**config.mk**
```make
export PLATFORM = sky130hd
export DESIGN_NAME = nmix_engine
export DESIGN_NICKNAME = d
export VERILOG_FILES = /design/src/rtl/nmix_engine.sv
export SDC_FILE = /design/constraint.sdc
export NUM_CORES = 1
export LEC_CHECK = 0
export CORE_MARGIN = 1.5
export CORE_UTILIZATION = 31
export DETAILED_ROUTE_END_ITERATION = 8
export GPL_TIMING_DRIVEN = 0
export PLACE_DENSITY = 0.53
export SKIP_CTS_REPAIR_TIMING = 1
export SYNTH_ARGS = -nofsm -noshare
export SYNTH_HDL_FRONTEND = slang
export SYNTH_SLANG_ARGS = --single-unit
```
**constraint.sdc**
```tcl
create_clock -name clk -period 4.1 [get_ports clk]
set_clock_uncertainty 0.15 [all_clocks]
set_input_delay 0.41 -clock clk [delete_from_list [all_inputs] [get_ports clk]]
set_output_delay 0.41 -clock clk [all_outputs]
set_load 0.02 [all_outputs]
```
**src/rtl/nmix_engine.sv**
```systemverilog
// nmix_engine: digit-serial NMIX forward/inverse mixer with chained rounds and valid/ready handshake
module nmix_engine #(
    parameter int WIDTH  = 32,
    parameter int DIGIT  = 1,
    parameter int ROUNDS = 1
) (
    input  logic             clk,
    input  logic             reset,
    input  logic             in_valid,
    output logic             in_ready,
    input  logic             mode,
    input  logic [WIDTH-1:0] X,
    input  logic [WIDTH-1:0] R,
    output logic             out_valid,
    input  logic             out_ready,
    output logic [WIDTH-1:0] Y,
    output logic             busy
);
    localparam int NDIG = WIDTH / DIGIT;
    localparam int DW = NDIG > 1 ? $clog2(NDIG) : 1;
    localparam int RW = ROUNDS > 1 ? $clog2(ROUNDS) : 1;
    localparam logic [DW-1:0] DLAST = DW'(NDIG - 1);
    localparam logic [RW-1:0] RLAST = RW'(ROUNDS - 1);
    generate
        if (WIDTH % DIGIT != 0 || ROUNDS < 1) begin : g_bad_params
            $error("nmix_engine: WIDTH must be a multiple of DIGIT and ROUNDS >= 1");
        end
    endgenerate
    typedef enum logic [1:0] {IDLE, RUN, DONE} state_t;
    state_t state;
    logic [WIDTH-1:0] xr, rr, xr_n, rr_n;
    logic [DIGIT-1:0] o;
    logic [DW-1:0] dcnt;
    logic [RW-1:0] rcnt;
    logic m, carry, cn;
    // In inverse mode the carry chain must be fed by the recovered x bit, not the register bit
    always_comb begin
        cn = carry;
        o = '0;
        for (int i = 0; i < DIGIT; i++) begin
            o[i] = xr[i] ^ rr[i] ^ cn;
            cn = cn ^ ((m ? o[i] : xr[i]) & rr[i]);
        end
    end
    // Widened concatenations keep the rotate legal when DIGIT == WIDTH
    logic [WIDTH+DIGIT-1:0] xcat, rcat;
    assign xcat = {o, xr};
    assign rcat = {rr[DIGIT-1:0], rr};
    assign xr_n = xcat[WIDTH+DIGIT-1:DIGIT];
    assign rr_n = rcat[WIDTH+DIGIT-1:DIGIT];
    always_ff @(posedge clk or negedge reset) begin
        if (!reset) begin
            state     <= IDLE;
            xr        <= '0;
            rr        <= '0;
            m         <= 1'b0;
            carry     <= 1'b0;
            dcnt      <= '0;
            rcnt      <= '0;
            Y         <= '0;
            out_valid <= 1'b0;
            busy      <= 1'b0;
            in_ready  <= 1'b1;
        end else begin
            case (state)
                IDLE: if (in_valid) begin
                    xr       <= X;
                    rr       <= R;
                    m        <= mode;
                    carry    <= 1'b0;
                    dcnt     <= '0;
                    rcnt     <= '0;
                    in_ready <= 1'b0;
                    busy     <= 1'b1;
                    state    <= RUN;
                end
                RUN: begin
                    xr <= xr_n;
                    rr <= rr_n;
                    if (dcnt == DLAST) begin
                        carry <= 1'b0;
                        dcnt  <= '0;
                        if (rcnt == RLAST) begin
                            Y         <= xr_n;
                            out_valid <= 1'b1;
                            busy      <= 1'b0;
                            state     <= DONE;
                        end else begin
                            rcnt <= rcnt + 1'b1;
                        end
                    end else begin
                        carry <= cn;
                        dcnt  <= dcnt + 1'b1;
                    end
                end
                DONE: if (out_ready) begin
                    out_valid <= 1'b0;
                    in_ready  <= 1'b1;
                    state     <= IDLE;
                end
                default: state <= IDLE;
            endcase
        end
    end
endmodule

```
Word level (Yosys, flattened, before mapping)
Index checks and enable logic that the tools add are counted.

Add/sub/neg operators: 2. Equality and inequality tests: 7. Multiplexer cells: 29. Bitwise operators: 5. Reductions and logical operators: 12.

Operators by type and width (count): one-hot mux 32 bit (2 select lines) (2); two-way mux 32 bit (2); two-way mux 1 bit (12); AND reduction 4 bit (3); two-way mux 5 bit (2); one-hot mux 1 bit (2 select lines) (5); one-hot mux 5 bit (2 select lines) (1); AND reduction 3 bit (3); two-way mux 2 bit (4); != test 2 bit (second input constant) (4); one-hot mux 2 bit (3 select lines) (1); nonzero test 2 bit (3); adder 5 x 1 -> 5 bit (second input constant) (1); equality test 5 bit (second input constant) (1); AND reduction 2 bit (2); XOR 1 bit (3); equality test 2 x 1 -> 1 bit (second input constant) (1); equality test 2 bit (second input constant) (1); zero test 2 bit (1); adder 1 bit (second input constant) (1); AND 1 bit (1); NOT 1 bit (1).

Register bits after elaboration: 109. Input port bits: 69. Output and inout port bits: 35. Logic and storage cells: 66.

Depth between registers and ports, before layout
Depth in word-level cells: 7. Gate-level depth with buffers: 6. Depth with buffers taken out: 6.

Least setup slack after synthesis
OpenSTA, ideal clock, no wires.

Kind: reg-to-reg. Start: reg dcnt[0]. End: reg Y[0]. Library setup time: 128 ps. Arrival time: 1568 ps. Required time: 3822 ps. Slack: 2254 ps. Stages on the path, launching flop included: 7. Path buffers: 1. Clock period less this slack: 1846 ps. Path through: dfrtp_1 ha_1 and3_1 ha_1 nand2_4 buf_6 mux2_1.

Cells in the longest elaborated chain, start to end: 2.

Ends and longest elaborated chain: start, declared (RTL line 33) `logic [DW-1:0] dcnt;`; start signal, assigned (RTL line 93) `dcnt <= dcnt + 1'b1;`; equality test 5 bit (RTL line 80) `if (dcnt == DLAST) begin`; AND reduction 3 bit (no source line); end signal, assigned (RTL line 84) `Y <= xr_n;`; end, declared (RTL line 16) `output logic [WIDTH-1:0] Y,`.

Every way passes these cells. A chain may end at the register's enable or synchronous reset.

Final worst setup path
Start: reg in_ready. End: out in_ready.

RTL lines: start, declared (RTL line 10) `output logic in_ready,`; start signal, assigned (RTL line 63) `in_ready <= 1'b1;`; start signal, assigned (RTL line 73) `in_ready <= 1'b0;`; start signal, assigned (RTL line 98) `in_ready <= 1'b1;`.

No word-level cell between the ends.

==> impl_results.md <==
- # clock sinks: 108
- CTS tree: yes
- Post-route cell area: 6480 sq um
- Critical path required time: 3.54 ns
- Xor/xnor cell area share of the yosys netlist: 0.665%
- Worst-path clk slew: 0.07 ns
- Die W: 129 microns
- Fmax: 0.481 GHz
- Final period utilization: 50.8%
- Vias in the first global route: 3,796
- Slowest cell on the critical path: clkdlybuf4s50_1
- Worst VDD drop: 0.247 mV
- Max Slew Vio Count: 0
- DR WL/cell: 15.7 microns
- Die area: 16,500 sq um
- Power Total: 4210 uW
- Clock H-tree levels: 3
- Layout cell share with drive strength beyond 1: 7.00%
- Post-synth EDFFs: 0
- Total wire length: 12,100 microns
- PD cells: 650 nW/um^2
- CTS Buffer Depth: 2
- Total GRT Usage: 15.4%
- Crit path max fanout: 3
- Leakage: 0.00299 uW
- Remaining Overflow, GRT: 0
- Post-DP HPWL: 8500 microns
- GR Util met1: 20.0%
- Post-route minimum period: 2.08 ns
- Minimum hold slack: 0.332 ns
- Mean Syn Cell Area: 11.2 sq um
- Pre-antenna DRT Iters: 4
- Top cell type's share of synthesized area: 54.7%
- Starting density of the core: 31.9%
- Buffers on Ports: 103
- Final setup violation count: 0
- Layout area overhead: 32.6%
- Row cnt: 45
- Yosys warning count: 0
- Worst-Margin Slew: 0.680 ns
- Drc violations: 0
- Critical path launch point: in_ready$_DFFE_PN1P_
- CP arrival: 1.52 ns
- Main combinational cell family by area after synthesis: compound AO/OA/AOI/OAI gates
- HP Class: reg -> reg
- I/O Pins: 104
- Iter 0 DRT Violations: 172
- First-pass GRT wire length: 19,700 microns
- Slew HR: 54.7%
- Total placed instance area: 6210 sq um
- Syn nets: 508
- Max cap viols: 0
- Simple-Gate Fraction of Synth Area: 9.06%
- CP Capture Type: primary output
- Number of antenna cells inserted: 0
- R2r setup slk: 2.07 ns
- Routed via count: 3,718
- Largest net degree at the start of global routing: 60
- Launching element type of the critical path: register
- Later-pin clock latency in the skew report: 0.35 ns
- Area leader, netlist: dfrtp_1
- Synth Area in Adders: 0.512%
- Crit-path max cell delay: 0.62 ns
- Status: completed
- HP Start: rr[13]$_DFFE_PN0P_
- Number of nets in the layout: 624
- Hold Fails Final Rpt: 0
- Initial antenna violation count: 0
- GR Util met2: 25.4%
- Cells after synthesis: 437
- Reg2reg start: dcnt[0]$_DFFE_PN0P_
- WS Path Type: reg -> out
- Root Driver: clkbuf_16
- Flops & latches, synth: 108
- Gpl congestion: 0.767
- Core box area: 15,300 sq um
- Critical Path, Cell by Cell: clkdlybuf4s50_1
- Most used DFF post-synth: dfrtp_1
- Die Span Y: 129 microns
- Fraction of registers with async set/reset: 100%
- Mux cell area share after synthesis: 14.6%
- Complex-gate fraction of the synthesized area: 15.9%
- Post-synthesis sequential area ratio: 55.3%
- Via density per instance: 4.84
- GR Util met3: 4.24%
- Inserted Clock Buffers: 9
- Area contributors post-synth: dfrtp_1 (55%), mux2i_1 (6.8%), o21ai_0 (6.8%)
- RSZ-0062 raised after global routing: false
- Cell family with most CP delay: buffers and inverters
- Mapped cell area: 4890 sq um
- DRT antenna net count: 0
- Worst Path Buf+Inv: 1
- Top Usage Layer GRT: met2
- Netlist cell types: 33
## where the power goes
| group | switching [uW] | internal (uW) | total [uW] | leakage (uW) |
|---|---|---|---|---|
| Combinational | 764 | 787 | 1550 | 0.00148 |
| Sequential | 321 | 1540 | 1860 | 0.00137 |
| Clock | 379 | 428 | 808 | 0.000127 |
## routing by layer
metal  routed length (microns)  vias up
li1                          -     1781
met1                      5440     1840
met2                      5850       80
met3                       631       17
met4                       157        0
met5                         0        -
## cells by family after synthesis
family,after synthesis
AO/OA/AOI/OAI,136
XOR/XNOR,2
adder cells (fa/ha/maj),2
buffers and inverters,38
flip-flops,108
multiplexers,67
AND/OR/NAND/NOR,84
## cell type report
cell class	count	area (sq um)
inverter	5	18.8
clock buffer	14	254
clock inverter	1	8.76
multi-input combinational	291	1990
sequential	108	2700
timing repair buffer	105	1070
tap	211	264
fill	1486	8830
buffer	33	175
## flip-flops by register name (all words and copies together) (netlist names)
signal,cells
state,2
out_valid,1
carry,1
rr,32
xr,32
Y,32
dcnt,5
busy,1
m,1
in_ready,1
## through the flow
stage / cells / TNS, ns / util [%] / worst slack (ns)
final: 768 / 0 / 42.3 / 2.02
after global routing: 768 / 0 / 42.3 / 1.89
after CTS: 767 / 0 / 42.3 / 1.99
after detailed placement: 752 / 0 / 40.6 / 1.62
after global placement: 751 / -194.92 / 40.4 / -1.82
after floorplan: 437 / 0 / - / 2.25
## path summary, 6_finish.rpt
kind | to | depth (start not counted)
setup / recovery | in_ready | 1
hold / removal | rr[13]$_DFFE_PN0P_ | 2
setup reg to reg | Y[28]$_DFFE_PN0P_ | 6
hold reg to reg | rr[13]$_DFFE_PN0P_ | 2
max in group asynchronous | in_ready$_DFFE_PN1P_ | 3
min in group asynchronous | Y[3]$_DFFE_PN0P_ | 2
## cell usage in the layout (no fill, tap or decap), types with 9 or more instances in the layout
master           Yosys  final
a21oi_1             31     31
clkbuf_16            0      9
nand2_1             44     44
nor2b_1             11     11
mux2_1              29     29
clkdlybuf4s50_1      0    102
mux2i_1             33     33
o21ai_0             66     66
and2b_1             19     19
buf_2               11     11
clkbuf_1            14     18
dfrtp_1            107    107
a22oi_1             31     31
## cell usage after synthesis, drive strengths merged (5+ instances only)
master and number:
a21oi 31, a22oi 31, and2b 19, buf 19
clkbuf 14, dfrtp 107, inv 5, mux2 34
mux2i 33, nand2 45, nor2b 11, o21ai 66
Note: power is estimated with default switching activity, not from simulation.
